### src/rtl/mpadder_pkg.sv
// Shared definitions for the multi-precision adder controller: FSM states and counter sizing.
package mpadder_pkg;

    typedef enum logic [1:0] {
        StIdle,
        StLoad,
        StRun,
        StDone
    } state_e;

    localparam int unsigned NCYCLES_DEFAULT = 9;
    localparam int unsigned CNT_W           = $clog2(64);

endpackage

### src/rtl/rr_arb2.sv
// Two-requester arbiter; round-robin by default, fixed priority to requester 0 when
// MPADDER_CTRL_FIXED_PRIO_EN is defined.
module rr_arb2 (
    input  logic       clk,
    input  logic       resetn,
    input  logic [1:0] req,
    input  logic       advance,
    output logic [1:0] gnt
);

    // Set when requester 1 is favoured on contention.
    logic ptr_q;

    always_comb begin
        gnt = 2'b00;
        case (req)
            2'b01:   gnt = 2'b01;
            2'b10:   gnt = 2'b10;
            2'b11:   gnt = ptr_q ? 2'b10 : 2'b01;
            default: gnt = 2'b00;
        endcase
    end

    always_ff @(posedge clk or negedge resetn) begin
        if (!resetn) begin
            ptr_q <= 1'b0;
        end else if (advance) begin
`ifdef MPADDER_CTRL_FIXED_PRIO_EN
            ptr_q <= 1'b0;
`else
            // Favour whichever requester did not just win.
            ptr_q <= gnt[0];
`endif
        end
    end

endmodule

### src/rtl/mpadder_ctrl.sv
// Sequencer for a bit-serial multi-precision adder shared by two requesters.
// Optional build macro: MPADDER_CTRL_FIXED_PRIO_EN (fixed priority to requester 0).
module mpadder_ctrl
    import mpadder_pkg::*;
#(
    parameter int unsigned NCYCLES = NCYCLES_DEFAULT
) (
    input  logic       clk,
    input  logic       resetn,
    input  logic [1:0] req,
    input  logic [1:0] sub_req,
    output logic [1:0] gnt,
    output logic [1:0] done,
    output logic       carry_out,
    output logic       busy,
    output logic       load,
    output logic       subtract,
    output logic       shift,
    output logic       enableC,
    input  logic       cZero
);

    localparam logic [CNT_W-1:0] CntLast = CNT_W'(NCYCLES - 1);

    state_e           state_q;
    logic [CNT_W-1:0] cnt_q;
    logic [1:0]       arb_gnt;
    logic             arb_advance;

    assign arb_advance = (state_q == StIdle) && (req != 2'b00);

    rr_arb2 u_arb (
        .clk     (clk),
        .resetn  (resetn),
        .req     (req),
        .advance (arb_advance),
        .gnt     (arb_gnt)
    );

    // All outputs are registered next to the state so no input reaches an output combinationally.
    always_ff @(posedge clk or negedge resetn) begin
        if (!resetn) begin
            state_q   <= StIdle;
            cnt_q     <= '0;
            gnt       <= 2'b00;
            done      <= 2'b00;
            carry_out <= 1'b0;
            busy      <= 1'b0;
            load      <= 1'b0;
            subtract  <= 1'b0;
            shift     <= 1'b0;
            enableC   <= 1'b0;
        end else begin
            unique case (state_q)
                StIdle: begin
                    if (req != 2'b00) begin
                        state_q  <= StLoad;
                        gnt      <= arb_gnt;
                        subtract <= |(arb_gnt & sub_req);
                        busy     <= 1'b1;
                        load     <= 1'b1;
                        enableC  <= 1'b1;
                    end
                end
                StLoad: begin
                    state_q <= StRun;
                    cnt_q   <= '0;
                    load    <= 1'b0;
                    shift   <= 1'b1;
                end
                StRun: begin
                    if (cnt_q == CntLast) begin
                        state_q   <= StDone;
                        shift     <= 1'b0;
                        enableC   <= 1'b0;
                        done      <= gnt;
                        carry_out <= ~cZero;
                    end else begin
                        cnt_q <= cnt_q + CNT_W'(1);
                    end
                end
                StDone: begin
                    state_q  <= StIdle;
                    cnt_q    <= '0;
                    done     <= 2'b00;
                    gnt      <= 2'b00;
                    busy     <= 1'b0;
                    subtract <= 1'b0;
                end
                default: state_q <= StIdle;
            endcase
        end
    end

    gnt_onehot: assert property (@(posedge clk) disable iff (!resetn) $onehot0(gnt));
    done_granted: assert property (@(posedge clk) disable iff (!resetn) (done & ~gnt) == 2'b00);
    load_shift_excl: assert property (@(posedge clk) disable iff (!resetn) !(load && shift));

endmodule

### config.mk
export PLATFORM = sky130hd
export DESIGN_NAME = mpadder_ctrl
export DESIGN_NICKNAME = d
export VERILOG_FILES = /design/src/rtl/mpadder_pkg.sv /design/src/rtl/rr_arb2.sv /design/src/rtl/mpadder_ctrl.sv
export SDC_FILE = /design/constraint.sdc
export NUM_CORES = 1
export LEC_CHECK = 0
export ABC_AREA = 1
export ABC_CLOCK_PERIOD_IN_PS = 2000
export BUFFER_PORTS_ARGS = -buffer_cell sky130_fd_sc_hd__buf_2
export CORE_UTILIZATION = 54
export CTS_CLUSTER_SIZE = 30
export DETAILED_ROUTE_END_ITERATION = 6
export GPL_ROUTABILITY_DRIVEN = 1
export PLACE_DENSITY = 0.74
export SYNTH_ARGS = -nofsm -noshare
export SYNTH_HDL_FRONTEND = slang
export SYNTH_SLANG_ARGS = --single-unit
### constraint.sdc
create_clock -name clk -period 2 [get_ports clk]
set_input_delay 0.4 -clock clk [delete_from_list [all_inputs] [get_ports clk]]
set_output_delay 0.4 -clock clk [all_outputs]
set_load 0.005 [all_outputs]
* After elaboration in Yosys (flattened, before gate mapping)
Cells that the tools add are included.
Cells by class: $add $sub $neg 1, equal/unequal tests 10, mux-type cells 19, bitwise gates (word level) 2, reduce and logical (&&, ||, !) cells 19
Operator list (count):
- $reduce_and A2 Y1 | 7
- $reduce_bool A2 Y1 | 7
- $pmux W6 S2 | 1
- $mux W2 | 5
- $pmux W1 S2 | 5
- $eq A2 B2 Y1 const B | 4
- $pmux W2 S2 | 2
- $pmux W2 S4 | 1
- $add A6 B1 Y6 const B | 1
- $eq A6 B4 Y1 const B | 1
- $mux W6 | 1
- $pmux W2 S3 | 1
- $eq A2 B1 Y1 const B | 2
- $ne A2 B2 Y1 const B | 2
- $reduce_or A2 Y1 | 2
- $mux W1 | 3
- $reduce_and A3 Y1 | 1
- $and A2 B2 Y2 | 1
- $logic_not A2 Y1 | 1
- $ne A2 B1 Y1 const B | 1
- $logic_and A1 B1 Y1 | 1
- $not A1 Y1 | 1
Word-level totals: bits in registers 19, input bits 7, output and inout port bits 10, word-level logic and storage cells 62

* Logic depth before layout (Yosys ltp)
depth after elaboration 6, depth in mapped cells 8, mapped depth without buffers 8

* By module
From an unflattened synthesis, not the netlist that was laid out.
Unflattened totals: cells, all modules 126, area total of the unflattened synthesis 1083.5 um^2
Modules (own cells, without submodules):
- mpadder_ctrl | times used 1, cells each 117, area each 1021.0 um^2, sequential area each 450.4 um^2
- rr_arb2 | times used 1, cells each 9, area each 62.6 um^2, sequential area each 25.0 um^2

* Worst setup path before layout
OpenSTA, ideal clock, no wires.
path kind flip-flop to flip-flop, start reg state_q[0], end reg cnt_q[5], setup time 118 ps, arrival 1267 ps, required time 1882 ps, path slack 615 ps, stages on the path, launching flop included 8, clock period less this slack 1385 ps, cells stage by stage dfrtp_1 inv_1 ha_1 inv_1 nand2_1 nand2_1 nand3_1 nand2_1
Between the ends: cells in the longest elaborated chain, start to end 4
RTL lines:
- start, declared | line mpadder_ctrl.sv:25 | state_e state_q;
- start signal, assigned | line mpadder_ctrl.sv:43 | state_q <= StIdle;
- start signal, assigned | line mpadder_ctrl.sv:57 | state_q <= StLoad;
- start signal, assigned | line mpadder_ctrl.sv:66 | state_q <= StRun;
- $eq A2 B2 Y1 / $eq A2 B1 Y1 (equally long branches) | line mpadder_ctrl.sv:54 | unique case (state_q)
- $reduce_or A2 Y1 (no line)
- $reduce_bool A2 Y1 (no line)
- $reduce_and A2 Y1 (no line)
- end signal, assigned | line mpadder_ctrl.sv:79 | cnt_q <= cnt_q + CNT_W'(1);
- end, declared | line mpadder_ctrl.sv:26 | logic [CNT_W-1:0] cnt_q;
Parallel ways exist; a longest one is shown, timed or not. A chain may end at the register's enable or synchronous reset.

* Final worst setup path
Same ends and word-level chain as after synthesis.

==> results.txt <==
----------------------------------------------------
[Floorplanning]
  Die area ... between 2000 and 2500 µm²
  Vertical die dimension ... around 46 µm
  Placement Rows ... 15
  Floorplan core area ... ~1800 µm²
  Effective utilization at floorplan ... roughly 60%
  Width of the die ... 45.8 µm
  Ports placed on the boundary ... 17

[Route]
  DRC errors left ... 0
  Detailed Route Iter0 Violations ... 19
  Number of vias per cell after detailed routing ... 5.13
  Number of iterations in the first detailed-routing pass ... 4
  Aggregate routed wire length ... between 1.5 and 2 mm
  DR vias ... 842
  Wire length per cell ... 12.1 µm
  Post-route ant nets ... 0

[Layout]
  Final std cell area, no fill ... ~1200 µm²
  Area grow syn2layout ... 12.3%
  Fraction of layout instances using a drive strength above 1 ... between 20% and 30%
  Commonest non-fill, non-tap cell in the layout ... sky130_fd_sc_hd__nand2_1
  Nets ... around 150
  Fill cell instance count of the final layout ... between 100 and 150
  Finished Core Util ... between 60% and 70%
  Antenna Cells ... 0
  Most frequent cells in the layout ... sky130_fd_sc_hd__nand2_1 (22), sky130_fd_sc_hd__dfrtp_1 (19), sky130_fd_sc_hd__inv_1 (18)

[Worst setup path]
  Start-to-end type of the worst setup path ... register to register
  Max FO, Critical Path ... 7
  Dominant cell type by count on the critical path ... sky130_fd_sc_hd__nand2_1
  Endpoint class of the critical path ... register
  Slack of the worst reg-to-reg path ... 0.41 ns
  Slowest cell on the critical path ... sky130_fd_sc_hd__dfrtp_1
  Crit-path cells ... inv_1 -> ha_1 -> inv_1 -> nand2_1 -> nand2_1 -> nand3_1 -> nand2_1
  Startpoint of the worst-slack reg-to-reg timing path ... state_q[0]$_DFFE_PN0P_
  Delay-heaviest family, CP ... simple AND/OR/NAND/NOR gates
  Peak per-stage delay on the critical path ... ~0.42 ns
  FF-to-FF End ... cnt_q[5]$_DFFE_PN0P_
  Crit start category ... register
  Data arrival time of the critical path ... approximately 1.8 ns
  Cell depth of the worst flop-to-flop path ... 7
  Worst path required time ... around 2.2 ns
  Critical path buffers and inverters ... 2

[Clocking]
  Clock root cell ... sky130_fd_sc_hd__clkbuf_4
  Clock net sink count ... 19
  Post-CTS Hold Fix Bufs ... 0
  TritonCTS Buffers ... 3
  Post-CTS Resized ... 0
  Clock transition at the registers of the reported paths ... 0.12 ns
  Post-CTS setup-driven buffer insertion count ... 0
  # H-tree levels ... 1
  Clock tree from TritonCTS ... done
  Maximum clock insertion buffer count ... 2
  Clk_lat worst skew ... roughly 0.31 ns

[Worst hold path]
  Worst hold path class ... input pin to async pin

[Power and ir drop]
  Reported leakage power ... 0.613 nW
  Worst-case vdd ir drop ... ~0.76 mV
  Ratio of total power to cell area ... 1260 nW/µm²

[STA]
  Final period utilization ... 79.6%
  Clock skew ... 0.00566 ns
  Transition time at the pin with the least slew margin ... approximately 0.44 ns
  PnR worst setup slack ... 0.407 ns
  Slew margin rel. ... between 70% and 80%
  Total count of hold-check failures in the final report ... 11
  Maximum clock rate ... between 600 and 700 MHz
  Setup violations, final ... 0
  Minimum clock period ... between 1.5 and 2 ns
  Number of max-slew violations in the final report ... 0
  Aggregate negative setup slack ... 0 ns
  Unrepaired setup endpoints after global routing ... no
  Hold Worst Slack ... -0.00548 ns

[Synth]
  Register bit total from synthesis ... 19
  Share of synthesized area occupied by flip-flops and latches ... a little under half
  Async set or reset register ratio after synthesis ... 100%
  Commonest register cell after synthesis ... sky130_fd_sc_hd__dfrtp_1
  Number of distinct library cells after synthesis ... 23
  Mean post-synth cell area ... 8.62 µm²
  Post-Synthesis Cells ... 120
  Summed instance area of the synthesized netlist ... about 1000 µm²
  Nets in the synthesized netlist ... between 100 and 150
  Number of flops mapped to enable cells by yosys ... 0
  Number of warnings issued by yosys ... 0

[Placement]
  Area of placed instances ... ~1100 µm²
  Final estimated routing congestion in global placement ... ~0.82
  HPWL after detailed placement ... around 1.5 mm
  Number of buffers added on ports ... 16
  Dpl ws ... 0.422 ns

[Global routing]
  Total GRT Usage ... 22.5%
  Number of global-route vias before repair ... 771
  Antenna violations before repair ... 0
  Remaining Overflow, GRT ... 0
  Wire length of the first global-routing pass ... 3.26 mm
  Largest net degree at the start of global routing ... 20

[Outcome]
  Result of the run ... finished, violations left
  Failing checks ... negative hold slack

[Run]
  Count of maximum capacitance violations ... 0

----------------------------------------------------
-- layout make-up --
cell class,count,area (µm²),area share (%)
clock buffers,3,22.5,1.94
clock inverters,1,5.00,0.431
inverters,20,75.1,6.46
multi-input cells,80,473,40.7
flip-flops and latches,19,475,40.9
well taps,25,31.3,2.69
repair buffers,16,80.1,6.89
-- registers in the layout (all words and copies together), names as in the netlist --
name,cells
enableC,1
state_q,2
subtract,1
cnt_q,6
shift,1
u_arb.ptr_q,1
load,1
busy,1
gnt,2
carry_out,1
done,2
-- report_power, final --
part / internal (mW) / leakage [nW] / switching [mW]
logic: 0.232 / 0.360 / 0.443
clock network: 0.0749 / 0.0177 / 0.131
registers: 0.499 / 0.235 / 0.0841
total: 0.807 / 0.613 / 0.658
-- worst register-to-register path, stage by stage (launching register included) --
cell	delay, ns
sky130_fd_sc_hd__dfrtp_1	0.42
sky130_fd_sc_hd__inv_1	0.16
sky130_fd_sc_hd__ha_1	0.33
sky130_fd_sc_hd__inv_1	0.07
sky130_fd_sc_hd__nand2_1	0.18
sky130_fd_sc_hd__nand2_1	0.16
sky130_fd_sc_hd__nand3_1	0.12
sky130_fd_sc_hd__nand2_1	0.05
-- through the flow --
stage,std cells,total power [mW]
floorplan,120,1.09
finish,164,1.46
detailed placement,160,1.27
global placement,160,1.24
global route,164,1.60
CTS,164,1.47
-- worst max-delay path by stage --
stage	from	endpoint	slack, ns	cells past startpoint
2_1_floorplan	state_q[0]$_DFFE_PN0P_	cnt_q[5]$_DFFE_PN0P_	0.62	7
3_3_place_gp	state_q[0]$_DFFE_PN0P_	cnt_q[5]$_DFFE_PN0P_	0.50	7
4_1_cts	state_q[0]$_DFFE_PN0P_	cnt_q[5]$_DFFE_PN0P_	0.41	7
5_1_grt	state_q[0]$_DFFE_PN0P_	cnt_q[5]$_DFFE_PN0P_	0.21	7
3_5_place_dp	state_q[0]$_DFFE_PN0P_	cnt_q[5]$_DFFE_PN0P_	0.42	7
6_report	state_q[0]$_DFFE_PN0P_	cnt_q[5]$_DFFE_PN0P_	0.41	7
-- Yosys cell counts, types with 2 or more instances --
| cell | instances | area [µm²] |
|---|---|---|
| sky130_fd_sc_hd__a21boi_0 | 2 | 15.0 |
| sky130_fd_sc_hd__nand3_1 | 13 | 65.1 |
| sky130_fd_sc_hd__o22ai_1 | 3 | 18.8 |
| sky130_fd_sc_hd__o21ai_1 | 5 | 25.0 |
| sky130_fd_sc_hd__nor2_1 | 9 | 33.8 |
| sky130_fd_sc_hd__dfrtp_1 | 19 | 475 |
| sky130_fd_sc_hd__o211ai_1 | 2 | 15.0 |
| sky130_fd_sc_hd__nand2_1 | 22 | 82.6 |
| sky130_fd_sc_hd__xor2_1 | 2 | 17.5 |
| sky130_fd_sc_hd__inv_1 | 18 | 67.6 |
| sky130_fd_sc_hd__nor3_1 | 2 | 10.0 |
| sky130_fd_sc_hd__a21oi_2 | 2 | 17.5 |
| sky130_fd_sc_hd__o21ai_0 | 5 | 25.0 |
| sky130_fd_sc_hd__ha_1 | 7 | 87.6 |
-- cell families (layout without fill, tap and decap cells) --
| logic type | after synthesis | count (layout) | share of synthesized area, % |
|---|---|---|---|
| flip-flops | 19 | 19 | 45.9 |
| adder cells (fa/ha/maj) | 7 | 7 | 8.46 |
| AND/OR/NAND/NOR | 51 | 51 | 23.5 |
| buffers and inverters | 21 | 40 | 8.34 |
| AO/OA/AOI/OAI | 19 | 19 | 11.2 |
| XOR/XNOR | 3 | 3 | 2.54 |
-- layer usage --
metal / wire [µm] / global-route usage, % / vias up
li1: - / - / 425
met1: 954 / 31.0 / 393
met2: 886 / 33.7 / 20
met3: 93 / 4.76 / 4
met4: 44 / 10.6 / 0
met5: 0 / 0 / -
No activity file was read; power rests on OpenSTA's default activity.
